**config.mk**
```make
export PLATFORM = sky130hd
export DESIGN_NAME = fifo_uart_feeder
export DESIGN_NICKNAME = d
export VERILOG_FILES = /design/src/rtl/fifo_feeder_pkg.sv /design/src/rtl/feeder_timeout_cnt.sv /design/src/rtl/fifo_uart_feeder.sv
export SDC_FILE = /design/constraint.sdc
export NUM_CORES = 1
export LEC_CHECK = 0
export BUFFER_PORTS_ARGS = -buffer_cell sky130_fd_sc_hd__buf_2
export CAP_MARGIN = 10
export CORE_MARGIN = 2
export CORE_UTILIZATION = 33
export DETAILED_ROUTE_END_ITERATION = 16
export MAX_ROUTING_LAYER = met4
export SLEW_MARGIN = 20
export SYNTH_ARGS = -nofsm -noshare
export SYNTH_HDL_FRONTEND = slang
export SYNTH_HIERARCHICAL = 1
export SYNTH_SLANG_ARGS = --single-unit
```
**constraint.sdc**
```tcl
create_clock -name r_clk -period 1.6 [get_ports r_clk]
set_input_delay 0.24 -clock r_clk [delete_from_list [all_inputs] [get_ports r_clk]]
set_output_delay 0.24 -clock r_clk [all_outputs]
set_load 0.1 [all_outputs]
```
**src/rtl/fifo_feeder_pkg.sv**
```systemverilog
// Shared types and defaults for the FIFO-to-UART feeder.
// Reused by the RTL and the bench.
package fifo_feeder_pkg;

  typedef enum logic [1:0] {
    ST_IDLE = 2'b00,
    ST_POP  = 2'b01,
    ST_SEND = 2'b10,
    ST_WAIT = 2'b11
  } feeder_state_e;

  localparam int DEF_DATA_WIDTH  = 8;
  localparam int DEF_CNT_WIDTH   = 16;
  localparam int DEF_TIMEOUT_CYC = 255;

  function automatic int cnt_bits(input int n);
    return ($clog2(n) < 1) ? 1 : $clog2(n);
  endfunction

endpackage

```
**src/rtl/feeder_timeout_cnt.sv**
```systemverilog
// Handshake watchdog for the feeder SEND state.
// Clear/enable/expire; only built with FEEDER_TIMEOUT_EN.
module feeder_timeout_cnt
  import fifo_feeder_pkg::*;
#(
  parameter int TIMEOUT_CYC = DEF_TIMEOUT_CYC
) (
  input  logic clk,
  input  logic rst_n,
  input  logic clr,
  input  logic en,
  output logic expire
);

  localparam int W = cnt_bits(TIMEOUT_CYC);
  localparam logic [W-1:0] LAST = W'(TIMEOUT_CYC - 1);

  logic [W-1:0] cnt_q, cnt_d;

  assign expire = en && (cnt_q == LAST);

  always_comb begin
    cnt_d = cnt_q;
    if (clr) begin
      cnt_d = '0;
    end else if (en && !expire) begin
      cnt_d = cnt_q + W'(1);
    end
  end

  always_ff @(posedge clk or negedge rst_n) begin
    if (!rst_n) begin
      cnt_q <= '0;
    end else begin
      cnt_q <= cnt_d;
    end
  end

endmodule

```
**src/rtl/fifo_uart_feeder.sv**
```systemverilog
// Pops async-FIFO words and hands them to UART TX (r_clk domain).
// Optional handshake timeout: FEEDER_TIMEOUT_EN.
module fifo_uart_feeder
  import fifo_feeder_pkg::*;
#(
  parameter int DATA_WIDTH  = DEF_DATA_WIDTH,
  parameter int CNT_WIDTH   = DEF_CNT_WIDTH,
  parameter int TIMEOUT_CYC = DEF_TIMEOUT_CYC
) (
  input  logic                  r_clk,
  input  logic                  r_rst_n,
  input  logic                  r_empty,
  input  logic [DATA_WIDTH-1:0] r_data,
  output logic                  r_inc,
  input  logic                  tx_busy,
  output logic                  tx_valid,
  output logic [DATA_WIDTH-1:0] tx_data,
  output logic [CNT_WIDTH-1:0]  tx_count,
  output logic                  tx_timeout
);

  feeder_state_e         state_q, state_d;
  logic                  r_inc_q, r_inc_d;
  logic                  tx_valid_q, tx_valid_d;
  logic [DATA_WIDTH-1:0] tx_data_q, tx_data_d;
  logic [CNT_WIDTH-1:0]  tx_count_q, tx_count_d;

`ifdef FEEDER_TIMEOUT_EN
  logic tx_timeout_q, tx_timeout_d;
  logic to_expire;

  feeder_timeout_cnt #(
    .TIMEOUT_CYC(TIMEOUT_CYC)
  ) u_to_cnt (
    .clk   (r_clk),
    .rst_n (r_rst_n),
    .clr   (state_q != ST_SEND),
    .en    (state_q == ST_SEND),
    .expire(to_expire)
  );

  assign tx_timeout = tx_timeout_q;
`else
  assign tx_timeout = 1'b0;
`endif

  assign r_inc    = r_inc_q;
  assign tx_valid = tx_valid_q;
  assign tx_data  = tx_data_q;
  assign tx_count = tx_count_q;

  always_comb begin
    state_d    = state_q;
    tx_data_d  = tx_data_q;
    tx_count_d = tx_count_q;
`ifdef FEEDER_TIMEOUT_EN
    tx_timeout_d = 1'b0;
`endif
    unique case (state_q)
      ST_IDLE: begin
        if (!r_empty) state_d = ST_POP;
      end
      ST_POP: begin
        tx_data_d = r_data;
        state_d   = ST_SEND;
      end
      ST_SEND: begin
        // busy already high on entry is taken as the accept
        if (tx_busy) begin
          state_d = ST_WAIT;
`ifdef FEEDER_TIMEOUT_EN
        end else if (to_expire) begin
          state_d      = ST_IDLE;
          tx_timeout_d = 1'b1;
`endif
        end
      end
      ST_WAIT: begin
        if (!tx_busy) begin
          tx_count_d = tx_count_q + CNT_WIDTH'(1);
          state_d    = r_empty ? ST_IDLE : ST_POP;
        end
      end
      default: state_d = ST_IDLE;
    endcase
    r_inc_d    = (state_d == ST_POP);
    tx_valid_d = (state_d == ST_SEND);
  end

  always_ff @(posedge r_clk or negedge r_rst_n) begin
    if (!r_rst_n) begin
      state_q    <= ST_IDLE;
      r_inc_q    <= 1'b0;
      tx_valid_q <= 1'b0;
      tx_data_q  <= '0;
      tx_count_q <= '0;
    end else begin
      state_q    <= state_d;
      r_inc_q    <= r_inc_d;
      tx_valid_q <= tx_valid_d;
      tx_data_q  <= tx_data_d;
      tx_count_q <= tx_count_d;
    end
  end

`ifdef FEEDER_TIMEOUT_EN
  always_ff @(posedge r_clk or negedge r_rst_n) begin
    if (!r_rst_n) begin
      tx_timeout_q <= 1'b0;
    end else begin
      tx_timeout_q <= tx_timeout_d;
    end
  end
`endif

endmodule

```
==> impl_metrics.ini <==
[worst_hold_path]
holdPathEnd = r_inc$_DFF_PN0_
whs_path_depth = 2
holdCritStartpoint = r_empty
hold_path.class = in2reg

[synthesis]
synth_ff_type = dfrtp_1
ys_ff_latch = 28
syn_inst = 91
synth_commonest_cells = dfrtp_1 (28), xnor2_1 (14), mux2_2 (9), nand2_1 (9), nor2_1 (5)
ys_seq_area_share_pct = 58.2
yosys.area.top_type = dfrtp_1
synthTopCellsByArea = dfrtp_1 (58%), xnor2_1 (10%), mux2_2 (8.4%)
synthArstFlopShare_pct = 100
synth.top_cell.area_share_pct = 58.2
synth-edff-count = 0
synth.distinct_cells = 26
synth_fp_nets = 104
yosysMostFrequentCell = dfrtp_1
yosys_warnings = 6
syn_avg_cell_area_um2 = 13.2
synthesis.area_um2 = 1200

[critical_path]
critical_path.endpoint_type = primary output
reg2reg_depth = 2
crit_path_max_fanout = 6
startpoint_type = flop
max_stage_delay_ps = 490
crit_family = flip-flops
critPathKind = reg2out
required_ps = 1360
cp_slowest_cell = dfrtp_4
reg2reg_to = tx_data[4]$_DFFE_PN0N_
critPathArrivalTime_ps = 1240
path_buf_inv = 1
r2r-start = state_q[1]$_DFF_PN0_
cp_cell_sequence = buf_2
ff2ff_setup_slack_ps = 170

[timing]
final-setup-viol-count = 0
fin_crit_ps = 1480
rsz0062_at_grt = false
period_share_pct = 92.8
finalClockSkew_ps = 2.19
slew_viol_final = 0
max_freq_ghz = 0.674
finalHoldViolCount = 0
setup_tns_ps = 0
tightest_slew_ps = 626
max_slew_margin_pct = 58.3

[global_routing]
grt_pass1_wl_um = 3680
grt_pass1_vias = 802
antenna_found_initial = 0
grt_max_degree = 29
grt_usage_pct = 11.9
overflow = 0

[cts]
cts_tree = done
clk_pin_slew_ps = 140
cts_buffer_depth = 2
worstSkewPairLatency_ps = 310
cts_setup_buffers = 0
root_buffer = clkbuf_4
htreeDepth = 1
cts.sinks = 28
numCtsBuffers = 3

[routing]
wl_per_cell_um = 12.0
vias = 793
drc = 0
wl_um = 2130
drtAntennaViolNets = 0
dr.pass1.iters = 4
drt-initial-drc-count = 17
via_per_inst = 4.48

[floorplan]
num_io_pins = 39
die_h_um = 64.4
core_um2 = 3420
rows = 21
die_w_um = 64.4
initial_core_util_pct = 35.2
die-area_um2 = 4150

[layout]
multiInputGateArea_um2 = 487
fin_nets = 145
syn_to_final_growth_pct = 25.3
fillers = 347
seq_area_um2 = 728
antenna_cells = 0
drive_gt1_share_pct = 52.7

[placed_design]
dp_hpwl_um = 1570
port_buffers = 37
place.gp.congestion = 0.776

[flow_run]
max_cap_violations = 0

[outcome]
status = complete, no violations
==> worst max-delay path by stage <==
stage,end,slack [ps],depth (start not counted),from
2_1_floorplan,tx_count[10]$_DFFE_PN0P_,0.2,5,tx_count[0]$_DFFE_PN0P_
3_3_place_gp,tx_data[1]$_DFFE_PN0N_,210,2,state_q[1]$_DFF_PN0_
3_5_place_dp,tx_data[4]$_DFFE_PN0N_,180,2,state_q[1]$_DFF_PN0_
4_1_cts,tx_count[2],90,1,tx_count[2]$_DFFE_PN0P_
5_1_grt,tx_count[2],60,1,tx_count[2]$_DFFE_PN0P_
6_report,tx_count[2],120,1,tx_count[2]$_DFFE_PN0P_
==> stage by stage <==
step | instances | hold slack, ps | setup slack, ps | area, µm² | util [%]
global placement | 172 | 284 | 206 | 1460 | 42.8
global route | 177 | 67.0 | 57.0 | 1510 | 44.1
finish | 177 | 92.0 | 115 | 1510 | 44.1
detailed placement | 172 | 301 | 177 | 1460 | 42.8
CTS | 177 | 76.1 | 88.1 | 1510 | 44.1
floorplan | 91 | -55.6 | 0.246 | 1230 | -
==> sequential cells by signal, summed over array words and instances (netlist names) <==
register / flops
r_inc: 1
tx_valid: 1
tx_count: 16
tx_data: 8
state_q: 2
==> routing by layer <==
metal | vias up | GRT usage [%] | part of all wire, %
met5 | - | - | 0
met4 | 0 | 2.93 | 0.99
met3 | 4 | 4.40 | 6.6
met2 | 33 | 18.4 | 47
met1 | 369 | 14.8 | 46
li1 | 387 | - | -
==> kinds of logic after synthesis <==
logic type               after synthesis  synth area share [%]
AND/OR/NAND/NOR                       30                  17.7
XOR/XNOR                              15                  10.9
AO/OA/AOI/OAI                          4                  2.08
adder cells (fa/ha/maj)                1                  1.04
other                                  1                 0.312
flip-flops                            28                  58.2
buffers and inverters                  3                  1.35
multiplexers                           9                  8.42
==> placed cells by master (no fill, tap or decap), types with 2 or more instances in the layout <==
| cell type | synthesis | routed |
|---|---|---|
| clkbuf_4 | 0 | 3 |
| nand4_1 | 4 | 4 |
| and3_1 | 2 | 2 |
| dfrtp_2 | 0 | 10 |
| buf_2 | 1 | 37 |
| dfrtp_1 | 28 | 14 |
| nor2_1 | 5 | 5 |
| nand2_1 | 9 | 9 |
| o21ai_0 | 2 | 2 |
| mux2_2 | 9 | 9 |
| xnor2_1 | 14 | 14 |
| dfrtp_4 | 0 | 4 |
==> cell type report <==
type | instances | share of cell area [%]
clock buffers | 4 | 2.41
inverters | 1 | 0.249
multi-input cells | 60 | 32.3
flip-flops and latches | 28 | 48.3
well taps | 46 | 3.82
repair buffers | 38 | 12.9
==> repair_timing <==
action | in CTS | in global routing
endpoints found under the setup margin | 0 | 0
hold buffers | 1 | 0
resized for setup | 0 | 0
hold endpoints to repair | 28 | 0
Power is not shown: default switching activity piles up to over one toggle a cycle in this logic, so the estimate is an artifact.
